===== src/rtl/alu_md_control.sv =====
// ALU control: combinational ALUOp/func decode plus an iterative unsigned multiply/divide
// engine (shift-add multiply, restoring divide) that owns the HI/LO registers.
module alu_md_control #(
    parameter int WIDTH = 32,
    parameter int CNT_W = 6
) (
    input  logic             clk,
    input  logic             rst,
    input  logic [1:0]       ALUOp,
    input  logic [5:0]       func,
    input  logic             start,
    input  logic [WIDTH-1:0] A,
    input  logic [WIDTH-1:0] B,
    output logic [4:0]       ALUOperation,
    output logic             busy,
    output logic             stall,
    output logic             done,
    output logic [WIDTH-1:0] hi,
    output logic [WIDTH-1:0] lo
);

    localparam logic [5:0] F_ADD  = 6'b100000;
    localparam logic [5:0] F_SUB  = 6'b100010;
    localparam logic [5:0] F_AND  = 6'b100100;
    localparam logic [5:0] F_OR   = 6'b100101;
    localparam logic [5:0] F_XOR  = 6'b100110;
    localparam logic [5:0] F_SLT  = 6'b101010;
    localparam logic [5:0] F_MULT = 6'b011000;
    localparam logic [5:0] F_DIV  = 6'b011010;
    localparam logic [5:0] F_MFLO = 6'b010010;
    localparam logic [5:0] F_MFHI = 6'b010000;
    localparam logic [5:0] F_JR   = 6'b001000;

    localparam logic [CNT_W-1:0] CNT_INIT = CNT_W'(WIDTH);
    localparam logic [CNT_W-1:0] CNT_ONE  = CNT_W'(1);

    typedef enum logic [1:0] {S_IDLE, S_MUL, S_DIV, S_DONE} state_t;

    state_t             r_state;
    state_t             w_state_nxt;
    logic [CNT_W-1:0]   r_cnt;
    logic [WIDTH-1:0]   r_mcand;
    logic [2*WIDTH-1:0] r_acc;
    logic [WIDTH-1:0]   r_dvs;
    logic [WIDTH-1:0]   r_rem;
    logic [WIDTH-1:0]   r_quo;
    logic [WIDTH-1:0]   r_hi;
    logic [WIDTH-1:0]   r_lo;

    logic               w_md_func;
    logic               w_start_mul;
    logic               w_start_div;
    logic               w_div_zero;
    logic               w_last;
    logic [WIDTH:0]     w_mul_sum;
    logic [2*WIDTH-1:0] w_acc_nxt;
    logic [WIDTH:0]     w_trial;
    logic [WIDTH:0]     w_diff;
    logic               w_qbit;
    logic [WIDTH-1:0]   w_rem_nxt;
    logic [WIDTH-1:0]   w_quo_nxt;

    // Multiplier sits in the low half of the accumulator and is consumed LSB first.
    assign w_mul_sum = {1'b0, r_acc[2*WIDTH-1:WIDTH]} + (r_acc[0] ? {1'b0, r_mcand} : '0);
    assign w_acc_nxt = {w_mul_sum, r_acc[WIDTH-1:1]};

    // Restoring step: bring in the next dividend bit; keep the difference only if no borrow.
    assign w_trial   = {r_rem, r_quo[WIDTH-1]};
    assign w_diff    = w_trial - {1'b0, r_dvs};
    assign w_qbit    = ~w_diff[WIDTH];
    assign w_rem_nxt = w_qbit ? w_diff[WIDTH-1:0] : w_trial[WIDTH-1:0];
    assign w_quo_nxt = {r_quo[WIDTH-2:0], w_qbit};

    assign w_last = (r_cnt == CNT_ONE);

    always_comb begin
        // NOTE: every always_comb output gets a default first so no path can infer a latch.
        ALUOperation = 5'd0;
        w_md_func    = 1'b0;
        case (ALUOp)
            2'b01: ALUOperation = 5'd0;
            2'b10: ALUOperation = 5'd1;
            2'b11: ALUOperation = 5'd5;
            default: begin
                case (func)
                    F_ADD:  ALUOperation = 5'd0;
                    F_SUB:  ALUOperation = 5'd1;
                    F_AND:  ALUOperation = 5'd2;
                    F_OR:   ALUOperation = 5'd3;
                    F_XOR:  ALUOperation = 5'd4;
                    F_SLT:  ALUOperation = 5'd5;
                    F_MULT: begin ALUOperation = 5'd14; w_md_func = 1'b1; end
                    F_DIV:  begin ALUOperation = 5'd13; w_md_func = 1'b1; end
                    F_MFLO: begin ALUOperation = 5'd11; w_md_func = 1'b1; end
                    F_MFHI: begin ALUOperation = 5'd12; w_md_func = 1'b1; end
                    F_JR:   ALUOperation = 5'd0;
                    default: ALUOperation = 5'd0;
                endcase
            end
        endcase
    end

    always_comb begin
        w_start_mul = start && (ALUOp == 2'b00) && (func == F_MULT);
        w_start_div = start && (ALUOp == 2'b00) && (func == F_DIV) && (B != '0);
        w_div_zero  = start && (ALUOp == 2'b00) && (func == F_DIV) && (B == '0);

        w_state_nxt = r_state;
        case (r_state)
            S_IDLE: begin
                if (w_start_mul)      w_state_nxt = S_MUL;
                else if (w_start_div) w_state_nxt = S_DIV;
                else if (w_div_zero)  w_state_nxt = S_DONE;
            end
            S_MUL, S_DIV: if (w_last) w_state_nxt = S_DONE;
            default: w_state_nxt = S_IDLE;
        endcase

        busy  = (r_state == S_MUL) || (r_state == S_DIV);
        done  = (r_state == S_DONE);
        stall = start && w_md_func && (busy || done);
    end

    // NOTE: sequential state uses non-blocking assignments so every register samples pre-edge values.
    always_ff @(posedge clk or posedge rst) begin
        if (rst) begin
            r_state <= S_IDLE;
        end else begin
            r_state <= w_state_nxt;
        end
    end

    always_ff @(posedge clk or posedge rst) begin
        if (rst) begin
            r_cnt   <= '0;
            r_mcand <= '0;
            r_acc   <= '0;
            r_dvs   <= '0;
            r_rem   <= '0;
            r_quo   <= '0;
            r_hi    <= '0;
            r_lo    <= '0;
        end else begin
            case (r_state)
                S_IDLE: begin
                    if (w_start_mul) begin
                        r_mcand <= A;
                        r_acc   <= {{WIDTH{1'b0}}, B};
                        r_cnt   <= CNT_INIT;
                    end else if (w_start_div) begin
                        r_dvs <= B;
                        r_quo <= A;
                        r_rem <= '0;
                        r_cnt <= CNT_INIT;
                    end else if (w_div_zero) begin
                        r_hi <= A;
                        r_lo <= '1;
                    end
                end
                S_MUL: begin
                    r_acc <= w_acc_nxt;
                    r_cnt <= r_cnt - CNT_ONE;
                    if (w_last) begin
                        r_hi <= w_acc_nxt[2*WIDTH-1:WIDTH];
                        r_lo <= w_acc_nxt[WIDTH-1:0];
                    end
                end
                S_DIV: begin
                    r_rem <= w_rem_nxt;
                    r_quo <= w_quo_nxt;
                    r_cnt <= r_cnt - CNT_ONE;
                    if (w_last) begin
                        r_hi <= w_rem_nxt;
                        r_lo <= w_quo_nxt;
                    end
                end
                default: ;
            endcase
        end
    end

    assign hi = r_hi;
    assign lo = r_lo;

endmodule


===== config.mk =====
export PLATFORM = sky130hd
export DESIGN_NAME = alu_md_control
export DESIGN_NICKNAME = d
export VERILOG_FILES = /design/src/rtl/alu_md_control.sv
export SDC_FILE = /design/constraint.sdc
export NUM_CORES = 1
export LEC_CHECK = 0
export ABC_AREA = 1
export ABC_CLOCK_PERIOD_IN_PS = 10100
export BUFFER_PORTS_ARGS = -buffer_cell sky130_fd_sc_hd__buf_2
export CAP_MARGIN = 5
export CORE_MARGIN = 2
export CORE_UTILIZATION = 45
export DETAILED_ROUTE_END_ITERATION = 7
export GPL_ROUTABILITY_DRIVEN = 0
export PLACE_DENSITY = 0.74
export SLEW_MARGIN = 40
export SYNTH_ARGS = -nofsm -noshare
export SYNTH_HDL_FRONTEND = slang
export SYNTH_SLANG_ARGS = --single-unit

===== constraint.sdc =====
create_clock -name clk -period 10.1 [get_ports clk]
set_input_delay 1.01 -clock clk [delete_from_list [all_inputs] [get_ports clk]]
set_output_delay 1.01 -clock clk [all_outputs]
set_load 0.02 [all_outputs]

# ---- Word-level counts from Yosys, hierarchy flattened
# Index checks and enable logic that the tools add are counted.
dict set report word_totals {
  reg_bits 264
  wordCells 101
}
dict set report classes {
  addsub 3
  n_eq_ne 26
  mux 34
  bitwise 2
  reduce_logical 27
}
# op count
set ops {}
lappend ops {{$mux W32} 16}
lappend ops {{$pmux W32 S3} 2}
lappend ops {{$pmux W32 S2} 2}
lappend ops {{$pmux W64 S2} 1}
lappend ops {{$mux W64} 1}
lappend ops {{$pmux W4 S9} 1}
lappend ops {{$add A32 B32 Y33} 1}
lappend ops {{$sub A33 B32 Y33} 1}
lappend ops {{$logic_not A32 Y1} 1}
lappend ops {{$reduce_bool A32 Y1} 1}
lappend ops {{$eq A6 B6 Y1 const B} 5}
lappend ops {{$eq A6 B5 Y1 const B} 4}
lappend ops {{$ne A2 B2 Y1 const B} 7}
lappend ops {{$mux W6} 2}
lappend ops {{$pmux W4 S3} 1}
lappend ops {{$pmux W6 S2} 1}
lappend ops {{$eq A2 B2 Y1 const B} 4}
lappend ops {{$mux W2} 4}
lappend ops {{$reduce_and A2 Y1} 4}
lappend ops {{$logic_and A1 B1 Y1} 7}
lappend ops {{$eq A6 B1 Y1 const B} 1}
lappend ops {{$reduce_and A3 Y1} 2}
lappend ops {{$reduce_and A6 Y1} 1}
lappend ops {{$reduce_bool A2 Y1} 3}
lappend ops {{other kinds (14)} 19}

# ---- Longest topological paths before layout
dict set report depth {
  depth_word 8
  mapped_depth 21
  depth_no_buf 20
}

# ---- Worst setup path after synthesis
# No wires, ideal clock.
dict set report synth_timing {
  kind {input to output}
  start {in func[4]}
  end {out ALUOperation[3]}
  arrival_ps 1869
  setup_slack_ps 7221
  cell_stages 6
  path_buffers 0
  cell_sequence {inv_1 > nor2_1 > nand2_1 > inv_1 > nand2_1 > nor3_1}
}
dict set report synth_between {
  elab_chain_len 3
  word_cells_on_any_way 11
  cone_classes {9 x eq/ne; 2 x mux}
}
# item line
set synth_rtl {}
lappend synth_rtl {{start: declaration} 10} ;# input logic [5:0] func,
lappend synth_rtl {{$eq A6 B5 Y1 / $eq A6 B6 Y1 (equally long branches)} 85} ;# case (func)
lappend synth_rtl {{$pmux W4 S9 *} 85}
lappend synth_rtl {{$pmux W4 S3 *} 80} ;# case (ALUOp)
lappend synth_rtl {{end: declaration} 14} ;# output logic [4:0] ALUOperation,
# Every way passes the cells marked *; elsewhere a longest branch is shown, timed or not.

# ---- Worst setup path in the final report
dict set report layout_timing {
  start {reg r_state[0]}
  end {reg r_lo[19], in the netlist lo[19]}
}
dict set report layout_between {
  elab_chain_len 3
  word_cells_on_any_way 11
  cone_classes {7 x eq/ne; 1 x mux; 3 x reduce/logical}
}
# item line
set layout_rtl {}
lappend layout_rtl {{start: declaration} 39} ;# state_t r_state;
lappend layout_rtl {{start signal: assignment} 129} ;# r_state <= w_state_nxt;
lappend layout_rtl {{$eq A2 B2 Y1 (tied with other cells)} 144} ;# case (r_state)
lappend layout_rtl {{$ne A2 B2 Y1 (no source line) / $reduce_bool A3 Y1 (equally long branches)} n/a}
lappend layout_rtl {{$reduce_and A6 Y1 (no source line)} n/a}
lappend layout_rtl {{end signal: assignment} 165} ;# r_lo <= w_acc_nxt[WIDTH-1:0];
lappend layout_rtl {{end signal: assignment} 174} ;# r_lo <= w_quo_nxt;
lappend layout_rtl {{end: declaration} 48} ;# logic [WIDTH-1:0] r_lo;
# Parallel ways exist; a longest one is shown, timed or not.
# A chain may end at the register's enable or synchronous reset.

==> results.md <==
* Status: completed
* Htree depth at 1
* Met2 routed WL at around 25 mm
* Drt pass-1 iters at 8
* Worst setup SP type: flop
* # IOs at 147
* Worst path bufs/invs at 4
* Core ar. at 38700 um^2
* Vias/cell at roughly 5.3
* Slew Viols, Final at 0
* DR iter-0 viols at 1844
* Data required, critical path at 10.49 ns
* Sink Count at 264
* Reg2reg start: r_state[0]
* Critical path's slowest cell: clkinv_2
* DRC viols at 0
* Sequential-to-total area share from yosys stat at 0.373
* Min-Delay Startpoint: hi[25]
* Number of global-route vias before repair at 16600
* Antenna Nets Post-Route at 0
* Synthesized area per cell at 6.59 um^2
* Netlist cell types at 45
* Fin Setup TNS at 0 ns
* Synth Register Bits at 264
* Clock root cell: clkbuf_16
* Post-Synthesis Cells at 2689
* Pwr Density at around 370 nW/um^2
* Actual slew at the worst max-slew pin at 0.797 ns
* Skew final at approximately 0.021 ns
* Largest stage delay, worst path at 0.64 ns
* Layout fillers at 3868
* CTS Buf Count at 28
* Most frequent cells in the layout: nand2_1, inv_1, dfrtp_1
* Clock transition at path regs at approximately 0.060 ns
* Asr flop ratio synth at 1.00
* Origin of the worst setup path: r_state[0]
* Final worst slack at 6.20 ns
* Critical Path Fanout Max at 66
* Synth area leader: dfrtp_1
* Share of Yosys cell area claimed by the top area cell type at 0.373
* Die height at 202 um
* Total Die Area at 41000 um^2
* # nets final at 2929
* Pleak at around 0.011 uW
* Pin count of the biggest net entering global routing at 122
* Category of the most critical setup path: reg2reg
* CTS Buffer Depth at 3
* # rows at 72
* Met1 WL at 23.8 mm
* CTS tree: built
* Area growth syn-to-layout at 11.3%
* VDD IR-drop max at 0.000214 V
* Initial antenna violation count at 4
* Global-route wire length before repair at 87.8 mm
* Top cells by area, synth: dfrtp_1, nand2_1, inv_1
* Clock Latency Late Sink at 0.56 ns
* Port Buffer Count at 145
* Primary FF master, synth: dfrtp_1
* Maximum clock frequency at 0.257 GHz
* DP HPWL at 43.0 mm
* GRT overflow at 0
* WL final at ~56 mm
* CP endpoint kind: flop
* Post-CTS setup buffer count at 0
* CTS resizes at 0
* Initial cell density of the core at 0.457
* Routed vias at around 18000
* Arr. time, crit path at roughly 4.3 ns
* Post-synth EDFFs at 0
* Slew headroom at 0.469
* Setup-failing EPs final at 0
* Seq. cell area at 6610 um^2
* Tot GR Track Use at 0.270
* HP Class: reg2reg
* DP Worst Slack at a little over 6 ns
* CP cell instances: inv_1 -> ha_2 -> buf_4 -> clkinv_2 -> nand2_1 -> a21oi_1 -> nand2_4 -> inv_4 -> nor2_1 -> a41oi_1
* Delay-heaviest family, CP: buffers and inverters
* Min Tclk post-route at 3.90 ns
* Commonest non-fill, non-tap cell in the layout: nand2_1
* Final worst path period share at 0.386
* Area of the multi-input gates at 8930 um^2
* Met3 WL at 4.70 mm
* Endpoints failing hold at 0
* Die X-Extent at 202 um
* Yosys warnings at 0
* RSZ-0062 raised after global routing: false
* Hold_buf cts at 0
* Top sig layer: met5
* Syn nets at 2838
* Layout cells sized above 1 at 0.0974
* Mapped cell area at 17700 um^2
* Max Cap Viol at 0
* Post-DR wirelength/cell at 16.9 um
cell usage after synthesis, types with 2 or more instances:
master    count
nand2_1     999
inv_1       462
a31oi_1      62
nand2_4       7
ha_1         72
nand2_2      20
o22ai_1       2
nor2_2        5
o21ai_0     101
nand4_1      28
nand3b_1      7
clkbuf_1     55
inv_2         8
buf_1         2
xnor2_1       4
dfrtp_1     264
buf_6         3
o21ai_1      46
xor2_1        6
nand3_1     112
a41oi_1      32
fa_1          2
o211ai_1      2
nor3_1       10
nand3_2      13
and3_1        4
clkinv_1      2
or2_2         3
nor2_1      210
nand3_4       2
buf_4         6
buf_2        29
a21oi_1      93
o21bai_1      5
cell families after synthesis:
logic type               Yosys count  synth area share
AND/OR/NAND/NOR                 1424             0.331
buffers and inverters            568             0.126
AO/OA/AOI/OAI                    348             0.112
flip-flops                       264             0.373
adder cells (fa/ha/maj)           74            0.0531
XOR/XNOR                          10           0.00494
other                              1          0.000212
area by class of cell:
| class | count | area share |
|---|---|---|
| multi-input combinational | 1857 | 0.453 |
| sequential | 264 | 0.335 |
| clock inverter | 11 | 0.00470 |
| tap | 518 | 0.0329 |
| inverter | 472 | 0.0909 |
| antenna | 2 | 0.000254 |
| clock buffer | 41 | 0.0411 |
| timing repair buffer | 157 | 0.0421 |
state kept, by name, indices dropped and copies added (netlist names):
| name | cells |
|---|---|
| r_rem | 32 |
| r_cnt | 6 |
| hi | 32 |
| lo | 32 |
| r_quo | 32 |
| r_dvs | 32 |
| r_state | 2 |
| r_acc | 64 |
| r_mcand | 32 |
through the flow:
step	instance area (um^2)	power [uW]	utilization	hold slack, ns	std cells
2_1_floorplan	17700	5030	-	0.448	2689
3_3_place_gp	18700	6100	0.484	0.462	3266
3_5_place_dp	18800	6210	0.485	0.463	3267
4_1_cts	19700	7260	0.508	0.479	3319
5_1_grt	19700	7950	0.509	0.511	3320
6_report	19700	7350	0.509	0.475	3322
worst min-delay path, stage by stage (launching register included):
cell and delay [ns]:
dfrtp_1 0.34, nand2_1 0.05, nand2_1 0.06
per-layer routing:
metal,track usage,up-vias
li1,-,8529
met1,0.363,8263
met2,0.421,773
met3,0.0484,136
met4,0.133,4
met5,0,-
power breakdown:
group / internal [uW] / switching [uW] / leakage [uW]
clock network: 583 / 442 / 0.000442
registers: 1410 / 254 / 0.00329
logic: 1380 / 3280 / 0.00734
total: 3380 / 3970 / 0.0111
worst paths after layout:
kind                            end  slack, ns  cells after the start
setup reg to reg             lo[19]       6.20                     10
min in group asynchronous  r_dvs[7]       0.50                      2
max in group asynchronous  r_acc[0]       8.38                      3
hold / removal               hi[25]       0.47                      2
hold reg to reg              hi[25]       0.47                      2
setup / recovery             lo[19]       6.20                     10
(Power assumes the default switching activity.)
